## src/rtl/wb_regfile_if.sv

```systemverilog
// wb_regfile_if: MEM/WB write-back bundle plus decode-stage read ports for
// wb_regfile. The master drives the write-back and read addresses; the
// register file (slave) returns read data, the write-back echo and the
// retire counter.
interface wb_regfile_if;
  logic [31:0] inResult;
  logic [31:0] inReadData;
  logic [4:0]  inRd;
  logic        inMemToReg;
  logic        inRegWrite;
  logic [4:0]  rs;
  logic [4:0]  rt;
  logic [31:0] outRsData;
  logic [31:0] outRtData;
  logic [31:0] outWbData;
  logic [4:0]  outWbRd;
  logic        outWbValid;
  logic [31:0] retireCount;

  modport master (
    output inResult, inReadData, inRd, inMemToReg, inRegWrite, rs, rt,
    input  outRsData, outRtData, outWbData, outWbRd, outWbValid, retireCount
  );

  modport slave (
    input  inResult, inReadData, inRd, inMemToReg, inRegWrite, rs, rt,
    output outRsData, outRtData, outWbData, outWbRd, outWbValid, retireCount
  );
endinterface

```

## src/rtl/wb_regfile.sv

```systemverilog
// wb_regfile: write-back stage and 31x32 register file (r0 hard-wired to 0).
// Two combinational read ports, one write port committed on the rising edge,
// a registered echo of the last write and a wrapping retire counter.
// Optional macro WB_REGFILE_BYPASS_EN forwards same-cycle write data to the
// read ports; without it reads always return pre-edge stored values.
module wb_regfile (
  input  logic        clock,
  input  logic        reset_n,
  wb_regfile_if.slave bus
);

  logic [31:0] wb_data;
  logic        commit;

  logic [31:0] regs_q [1:31];
  logic [31:0] regs_d [1:31];
  logic [31:0] wb_data_q, wb_data_d;
  logic [4:0]  wb_rd_q, wb_rd_d;
  logic        wb_valid_q, wb_valid_d;
  logic [31:0] retire_count_q, retire_count_d;

  logic [31:0] rs_stored, rt_stored;
  logic        rs_hit, rt_hit;

  // Write-back mux and commit qualifier; a write to r0 is never a commit.
  always_comb begin
    wb_data = bus.inMemToReg ? bus.inReadData : bus.inResult;
    commit  = bus.inRegWrite && (bus.inRd != 5'd0);
  end

  // Next-state for storage, write-back echo and retire counter.
  always_comb begin
    // NOTE: every variable gets a default first so no path leaves it unassigned (no latch).
    regs_d = regs_q;
    for (int i = 1; i < 32; i++) begin
      if (commit && (bus.inRd == 5'(i))) begin
        regs_d[i] = wb_data;
      end
    end
    wb_data_d      = wb_data;
    wb_rd_d        = bus.inRd;
    wb_valid_d     = commit;
    retire_count_d = retire_count_q + (commit ? 32'd1 : 32'd0);
  end

  // State registers, cleared asynchronously while reset_n is low.
  always_ff @(posedge clock or negedge reset_n) begin
    if (!reset_n) begin
      // NOTE: the storage array is reset too, because reads must return 0 during and after reset.
      for (int i = 1; i < 32; i++) begin
        regs_q[i] <= '0;
      end
      wb_data_q      <= '0;
      wb_rd_q        <= '0;
      wb_valid_q     <= 1'b0;
      retire_count_q <= '0;
    end else begin
      // NOTE: non-blocking assignments so every flop samples pre-edge values.
      regs_q         <= regs_d;
      wb_data_q      <= wb_data_d;
      wb_rd_q        <= wb_rd_d;
      wb_valid_q     <= wb_valid_d;
      retire_count_q <= retire_count_d;
    end
  end

  // Stored read values; address 0 falls through to the zero default.
  always_comb begin
    rs_stored = '0;
    rt_stored = '0;
    for (int i = 1; i < 32; i++) begin
      if (bus.rs == 5'(i)) rs_stored = regs_q[i];
      if (bus.rt == 5'(i)) rt_stored = regs_q[i];
    end
  end

`ifdef WB_REGFILE_BYPASS_EN
  // Write-through forwarding; blocked in reset so reads stay 0.
  always_comb begin
    rs_hit = reset_n && commit && (bus.inRd == bus.rs);
    rt_hit = reset_n && commit && (bus.inRd == bus.rt);
  end
`else
  // No forwarding: same-cycle hazards are stalled upstream.
  always_comb begin
    rs_hit = 1'b0;
    rt_hit = 1'b0;
  end
`endif

  // Read ports and registered outputs.
  always_comb begin
    bus.outRsData   = rs_hit ? wb_data : rs_stored;
    bus.outRtData   = rt_hit ? wb_data : rt_stored;
    bus.outWbData   = wb_data_q;
    bus.outWbRd     = wb_rd_q;
    bus.outWbValid  = wb_valid_q;
    bus.retireCount = retire_count_q;
  end

endmodule

```

## src/flat_wrapper.sv

```systemverilog
// flat-port wrapper written by rule: the top's interface ports become plain ports
module wb_regfile_flat 
  (clock, reset_n, bus_inResult, bus_inReadData, bus_inRd, bus_inMemToReg, bus_inRegWrite, bus_rs, bus_rt, bus_outRsData, bus_outRtData, bus_outWbData, bus_outWbRd, bus_outWbValid, bus_retireCount);
  wb_regfile_if bus_i ();
  input  logic clock;
  input  logic reset_n;
  input wire logic [$bits(bus_i.inResult)-1:0] bus_inResult;
  input wire logic [$bits(bus_i.inReadData)-1:0] bus_inReadData;
  input wire logic [$bits(bus_i.inRd)-1:0] bus_inRd;
  input wire logic [$bits(bus_i.inMemToReg)-1:0] bus_inMemToReg;
  input wire logic [$bits(bus_i.inRegWrite)-1:0] bus_inRegWrite;
  input wire logic [$bits(bus_i.rs)-1:0] bus_rs;
  input wire logic [$bits(bus_i.rt)-1:0] bus_rt;
  output wire logic [$bits(bus_i.outRsData)-1:0] bus_outRsData;
  output wire logic [$bits(bus_i.outRtData)-1:0] bus_outRtData;
  output wire logic [$bits(bus_i.outWbData)-1:0] bus_outWbData;
  output wire logic [$bits(bus_i.outWbRd)-1:0] bus_outWbRd;
  output wire logic [$bits(bus_i.outWbValid)-1:0] bus_outWbValid;
  output wire logic [$bits(bus_i.retireCount)-1:0] bus_retireCount;
  assign bus_i.inResult = bus_inResult;
  assign bus_i.inReadData = bus_inReadData;
  assign bus_i.inRd = bus_inRd;
  assign bus_i.inMemToReg = bus_inMemToReg;
  assign bus_i.inRegWrite = bus_inRegWrite;
  assign bus_i.rs = bus_rs;
  assign bus_i.rt = bus_rt;
  assign bus_outRsData = bus_i.outRsData;
  assign bus_outRtData = bus_i.outRtData;
  assign bus_outWbData = bus_i.outWbData;
  assign bus_outWbRd = bus_i.outWbRd;
  assign bus_outWbValid = bus_i.outWbValid;
  assign bus_retireCount = bus_i.retireCount;
  wb_regfile u_core (.clock(clock), .reset_n(reset_n), .bus(bus_i));
endmodule
```

## config.mk

```make
export PLATFORM = sky130hd
export DESIGN_NAME = wb_regfile_flat
export DESIGN_NICKNAME = d
export VERILOG_FILES = /design/src/rtl/wb_regfile_if.sv /design/src/rtl/wb_regfile.sv /design/src/flat_wrapper.sv
export SDC_FILE = /design/constraint.sdc
export NUM_CORES = 2
export LEC_CHECK = 0
export CORE_MARGIN = 4
export CORE_UTILIZATION = 41
export CTS_BUF_LIST = sky130_fd_sc_hd__clkbuf_4 sky130_fd_sc_hd__clkbuf_8
export DETAILED_ROUTE_END_ITERATION = 10
export SLEW_MARGIN = 20
export SYNTH_ARGS = -nofsm -noshare
export SYNTH_HDL_FRONTEND = slang
export SYNTH_SLANG_ARGS = --single-unit
export TNS_END_PERCENT = 10
```

## constraint.sdc

```tcl
create_clock -name clock -period 7.3 [get_ports clock]
set_input_delay 1.46 -clock clock [delete_from_list [all_inputs] [get_ports clock]]
set_output_delay 1.46 -clock clock [all_outputs]
set_load 0.02 [all_outputs]
```

After elaboration in Yosys (flattened, before gate mapping). Cells that the tools add are included.

Muxes and demuxes: 64. Add/sub/neg operators: 1. Equality and inequality tests: 93. Reduce and logical (&&, ||, !) cells: 33.

Operators by type and width (number): $mux W32 (63); $eq A5 B5 Y1 const B (48); $eq A5 B4 Y1 const B (24); $eq A5 B3 Y1 const B (12); $add A32 B32 Y32 (1); $logic_and A1 B1 Y1 (32); $eq A5 B2 Y1 const B (6); $eq A5 B1 Y1 const B (3); $reduce_bool A5 Y1 (1); $mux W1 (1).

Word-level logic and storage cells: 226. Input bits: 83. Register bits: 1062. Output and inout port bits: 134.

Longest topological paths before layout.
Word-level depth: 32. Mapped depth: 11. Mapped depth without buffers: 8.

Least setup slack after synthesis. OpenSTA, ideal clock, no wires.

Path type: input -> output. Start point: input port bus_rt[3]. End point: output port bus_outRtData[21]. Data required time: 5840 ps. Setup slack: 2555 ps. Data arrival time: 3285 ps. Buffers on the path: 4. Stages on the path: 9. Cells stage by stage: buf_6 -> buf_6 -> buf_2 -> nand3_1 -> clkbuf_1 -> o21ai_0 -> a211oi_1 -> a221oi_1 -> o31ai_1.

Longest elaborated chain between the ends: 32. Elaborated cells on any way between the ends: 62. Classes of those cells: eq/ne (31); mux (31).

RTL lines: start: declaration (line flat_wrapper.sv:13) `input wire logic [$bits(bus_i.rt)-1:0] bus_rt;`; $eq A5 B1 Y1 (line wb_regfile.sv:73) `if (bus.rt == 5'(i)) rt_stored = regs_q[i];`; $mux W32 (30 in series) (line wb_regfile.sv:73); $mux W32 * (line wb_regfile.sv:73); end: declaration (line flat_wrapper.sv:15) `output wire logic [$bits(bus_i.outRtData)-1:0] bus_outRtData;`.

Mark *: on every way between the ends. The rest lies on a longest branch, timed or not.

Worst setup path after layout.
Start point: input port bus_rs[3]. End point: output port bus_outRsData[6].

Longest elaborated chain between the ends: 32. Elaborated cells on any way between the ends: 62. Classes of those cells: eq/ne (31); mux (31).

RTL lines: start: declaration (line flat_wrapper.sv:12) `input wire logic [$bits(bus_i.rs)-1:0] bus_rs;`; $eq A5 B1 Y1 (line wb_regfile.sv:72) `if (bus.rs == 5'(i)) rs_stored = regs_q[i];`; $mux W32 (30 in series) (line wb_regfile.sv:72); $mux W32 * (line wb_regfile.sv:72); end: declaration (line flat_wrapper.sv:14) `output wire logic [$bits(bus_i.outRsData)-1:0] bus_outRsData;`.

Marked as above.

==> flow_summary.json <==
{
  "run_status": "complete, but fails checks",
  "failed_checks": "capacitance limit, slew limit, setup timing",
  "start_util": 0.4137,
  "layout-drive-gt1-share": 0.1387,
  "cp-end-kind": "primary output",
  "final_period_minus_worst_setup_slack_ns": 7.569,
  "tritoncts_num_sinks": 1062,
  "die-width_um": 378.2,
  "worst_ir_drop_vdd_mv": 0.2093,
  "yosys_warnings": 0,
  "dr_total_vias": 57730,
  "die_y_um": 378.2,
  "rr_worst_depth": 6,
  "clock.fmax_mhz": 132.1,
  "share_clk_of_total_power": 0.331,
  "leading_cell_types_in_the_layout_fill_and_taps_excluded": "sky130_fd_sc_hd__dfrtp_1, sky130_fd_sc_hd__nor2_1, sky130_fd_sc_hd__a21oi_1",
  "slew_headroom": -0.03766,
  "cp.required_ns": 5.84,
  "ys_types": 97,
  "leakage_uw": 0.02764,
  "mostFrequentLayoutCell": "sky130_fd_sc_hd__dfrtp_1",
  "cp.arrival_ns": 6.11,
  "cts_setup_buffers": 0,
  "hold_wc_path_type": "reg -> reg",
  "synth_seq_area_share": 0.4731,
  "synth_enable_flop_cells": 0,
  "finalNetCount": 6735,
  "number_of_placement_rows": 135,
  "antenna_violating_nets_post_route": 0,
  "power-per-cell-area_nw_per_um2": 281.7,
  "drt_wl_total_um": 297500,
  "post-route-drc-count": 0,
  "die_area_um2": 143000,
  "clk_path_buf_depth": 3,
  "synth_register_bits": 1062,
  "drt_iter0_markers": 9495,
  "syn_nets": 6589,
  "setup.worst_path.end": "bus_outRsData[6]",
  "grt_first_pass_wirelength_um": 413400,
  "routedWlPerCell_um": 34.65,
  "maxSlewViolCount": 2,
  "timing.final.crit_share": 1.037,
  "switching_power_uw": 6532,
  "ys.flop_type": "sky130_fd_sc_hd__dfrtp_1",
  "syn_area_per_cell_um2": 8.638,
  "clk_transition_reported_paths_ns": 0.06,
  "drt_pre_antenna_iters": 7,
  "mapped_cell_area_um2": 56180,
  "core_um2": 135800,
  "fillCellCount": 13180,
  "io_pins": 217,
  "place_ws_ns": 0.2758,
  "clock-skew-final_ns": 0.009876,
  "power_switching_share": 0.3524,
  "combinationalPowerShare": 0.206,
  "setup.worst_path.start_class": "input port",
  "gr-total-overflow": 0,
  "crit-reg2reg-capture": "u_core.bus.retireCount[28]$_DFF_PN0_",
  "timing.setup.critical_path_class": "in -> out",
  "average_vias_per_placed_instance": 6.723,
  "multiInputGateArea_um2": 27210,
  "timing_worst_slew_pin_value_ns": 1.537,
  "max-cap-violations": 1,
  "cts_buffers": 186,
  "syn_inst": 6504,
  "dp_hpwl_um": 204600,
  "cts_tree": "done",
  "seq_power_share": 0.463,
  "worstSetupStartpoint": "bus_rs[3]",
  "layout-area-overhead-vs-synth_pct": 17.13,
  "power_uw": 18540,
  "worst_skew_pair.late_latency_ns": 0.97,
  "routabilityCongestion": 1.084,
  "cts_root_buf": "sky130_fd_sc_hd__clkbuf_8",
  "final_core_utilization": 0.4845,
  "ys_async_sr_fraction": 1.000,
  "crit_path_max_fanout": 21,
  "hold_violations": 0,
  "setup-tns-final_ns": -0.4466,
  "setup_viol": 5,
  "design_internal_power_uw": 12000,
  "setup_slack_ns": -0.2690,
  "pin_count_of_the_biggest_net_entering_global_routing": 165,
  "unrepaired_setup_endpoints_after_global_routing": "no",
  "cts-hold-fix-buffers": 0,
  "io_buffers": 216,
  "cts-htree-levels": 4,
  "reg_area_um2": 26580,
  "antenna_found_initial": 22,
  "reg2reg_setup_slack_ns": 5.12,
  "globalRouteTotalUtil": 0.4043,
  "cts_resized": 0,
  "regToRegStartpoint": "u_core.bus.retireCount[2]$_DFF_PN0_",
  "grt_pass1_vias": 52970
}
registers in the layout (all words and copies together) (netlist names):
register,cells
u_core.bus.outWbValid,1
u_core.bus.outWbRd,5
u_core.regs_q,992
u_core.bus.outWbData,32
u_core.bus.retireCount,32
synth_stat cells (32+ instances only):
cell	number	area, µm²
sky130_fd_sc_hd__o31ai_1	41	307.8
sky130_fd_sc_hd__clkbuf_1	414	1554
sky130_fd_sc_hd__dfrtp_1	1062	26580
sky130_fd_sc_hd__buf_2	161	805.8
sky130_fd_sc_hd__nand2_1	586	2200
sky130_fd_sc_hd__and3_1	32	200.2
sky130_fd_sc_hd__buf_1	39	146.4
sky130_fd_sc_hd__o211ai_1	50	375.4
sky130_fd_sc_hd__a22oi_1	145	1089
sky130_fd_sc_hd__o21ai_0	693	3468
sky130_fd_sc_hd__o221ai_1	85	744.5
sky130_fd_sc_hd__nor2_1	896	3363
sky130_fd_sc_hd__mux2i_1	160	1602
sky130_fd_sc_hd__mux2_2	49	551.8
sky130_fd_sc_hd__a21oi_1	837	4189
sky130_fd_sc_hd__a211oi_1	53	397.9
sky130_fd_sc_hd__nor3_1	58	290.3
sky130_fd_sc_hd__or3_1	36	225.2
sky130_fd_sc_hd__inv_1	61	229.0
sky130_fd_sc_hd__o22ai_1	212	1326
sky130_fd_sc_hd__a31oi_1	53	331.6
sky130_fd_sc_hd__nand3_1	105	525.5
per-layer routing:
layer,global-route usage,share of wire,vias to the layer above
li1,-,-,23880
met1,0.5442,0.39,27990
met2,0.5572,0.40,4724
met3,0.1620,0.14,1123
met4,0.2088,0.065,16
met5,0,0.00032,-
worst max-delay path, cell delays in order:
cell and delay [ns]:
sky130_fd_sc_hd__buf_2 0.33, sky130_fd_sc_hd__buf_4 0.35, sky130_fd_sc_hd__nand2b_1 0.34, sky130_fd_sc_hd__a2bb2oi_4 0.62
sky130_fd_sc_hd__buf_4 0.29, sky130_fd_sc_hd__o21ai_0 0.09, sky130_fd_sc_hd__a221o_1 0.47, sky130_fd_sc_hd__a311oi_1 1.02
sky130_fd_sc_hd__o21ai_0 0.44, sky130_fd_sc_hd__clkdlybuf4s50_1 0.65
worst min path at each step:
stage          depth (start not counted)                                  from                              endpoint  slack [ns]
2_1_floorplan                          2        u_core.regs_q[248]$_DFFE_PN0P_        u_core.regs_q[248]$_DFFE_PN0P_        0.46
5_1_grt                                1  u_core.bus.retireCount[25]$_DFF_PN0_  u_core.bus.retireCount[25]$_DFF_PN0_        0.51
4_1_cts                                1  u_core.bus.retireCount[25]$_DFF_PN0_  u_core.bus.retireCount[25]$_DFF_PN0_        0.50
6_report                               1  u_core.bus.retireCount[18]$_DFF_PN0_  u_core.bus.retireCount[18]$_DFF_PN0_        0.49
3_3_place_gp                           1  u_core.bus.retireCount[31]$_DFF_PN0_  u_core.bus.retireCount[31]$_DFF_PN0_        0.46
3_5_place_dp                           2        u_core.regs_q[248]$_DFFE_PN0P_        u_core.regs_q[248]$_DFFE_PN0P_        0.48
metrics by stage:
step / std cells / area (µm²) / hold WS (ns)
after floorplan: 6504 / 56180 / 0.4557
after global placement: 8241 / 61650 / 0.4611
after detailed placement: 8241 / 61660 / 0.4830
after CTS: 8572 / 65710 / 0.4968
after global routing: 8575 / 65770 / 0.5143
final: 8587 / 65800 / 0.4888
area by class of cell:
type,instances,share of cell area
inverters,66,0.003765
flip-flops and latches,1062,0.4039
multi-input cells,4723,0.4136
repair buffers,611,0.08285
clock inverters,46,0.007511
diodes,13,0.0004944
well taps,1781,0.03386
clock buffers,285,0.05410
logic make-up after synthesis:
logic type / count (synthesis) / synth area share
buffers and inverters: 719 / 0.05537
adder cells (fa/ha/maj): 2 / 0.0004454
AO/OA/AOI/OAI: 2532 / 0.2738
XOR/XNOR: 30 / 0.004677
flip-flops: 1062 / 0.4731
AND/OR/NAND/NOR: 1944 / 0.1520
multiplexers: 215 / 0.04074
power by group through the flow:
stage,combinational [µW],sequential [µW],clock (µW)
after detailed placement,3680,8560,0
after CTS,3690,8480,6190
after global placement,3600,8550,0
after global routing,4090,8660,6450
after floorplan,2180,8030,0
final,3820,8580,6140
Power figures use the tool's default switching activity.
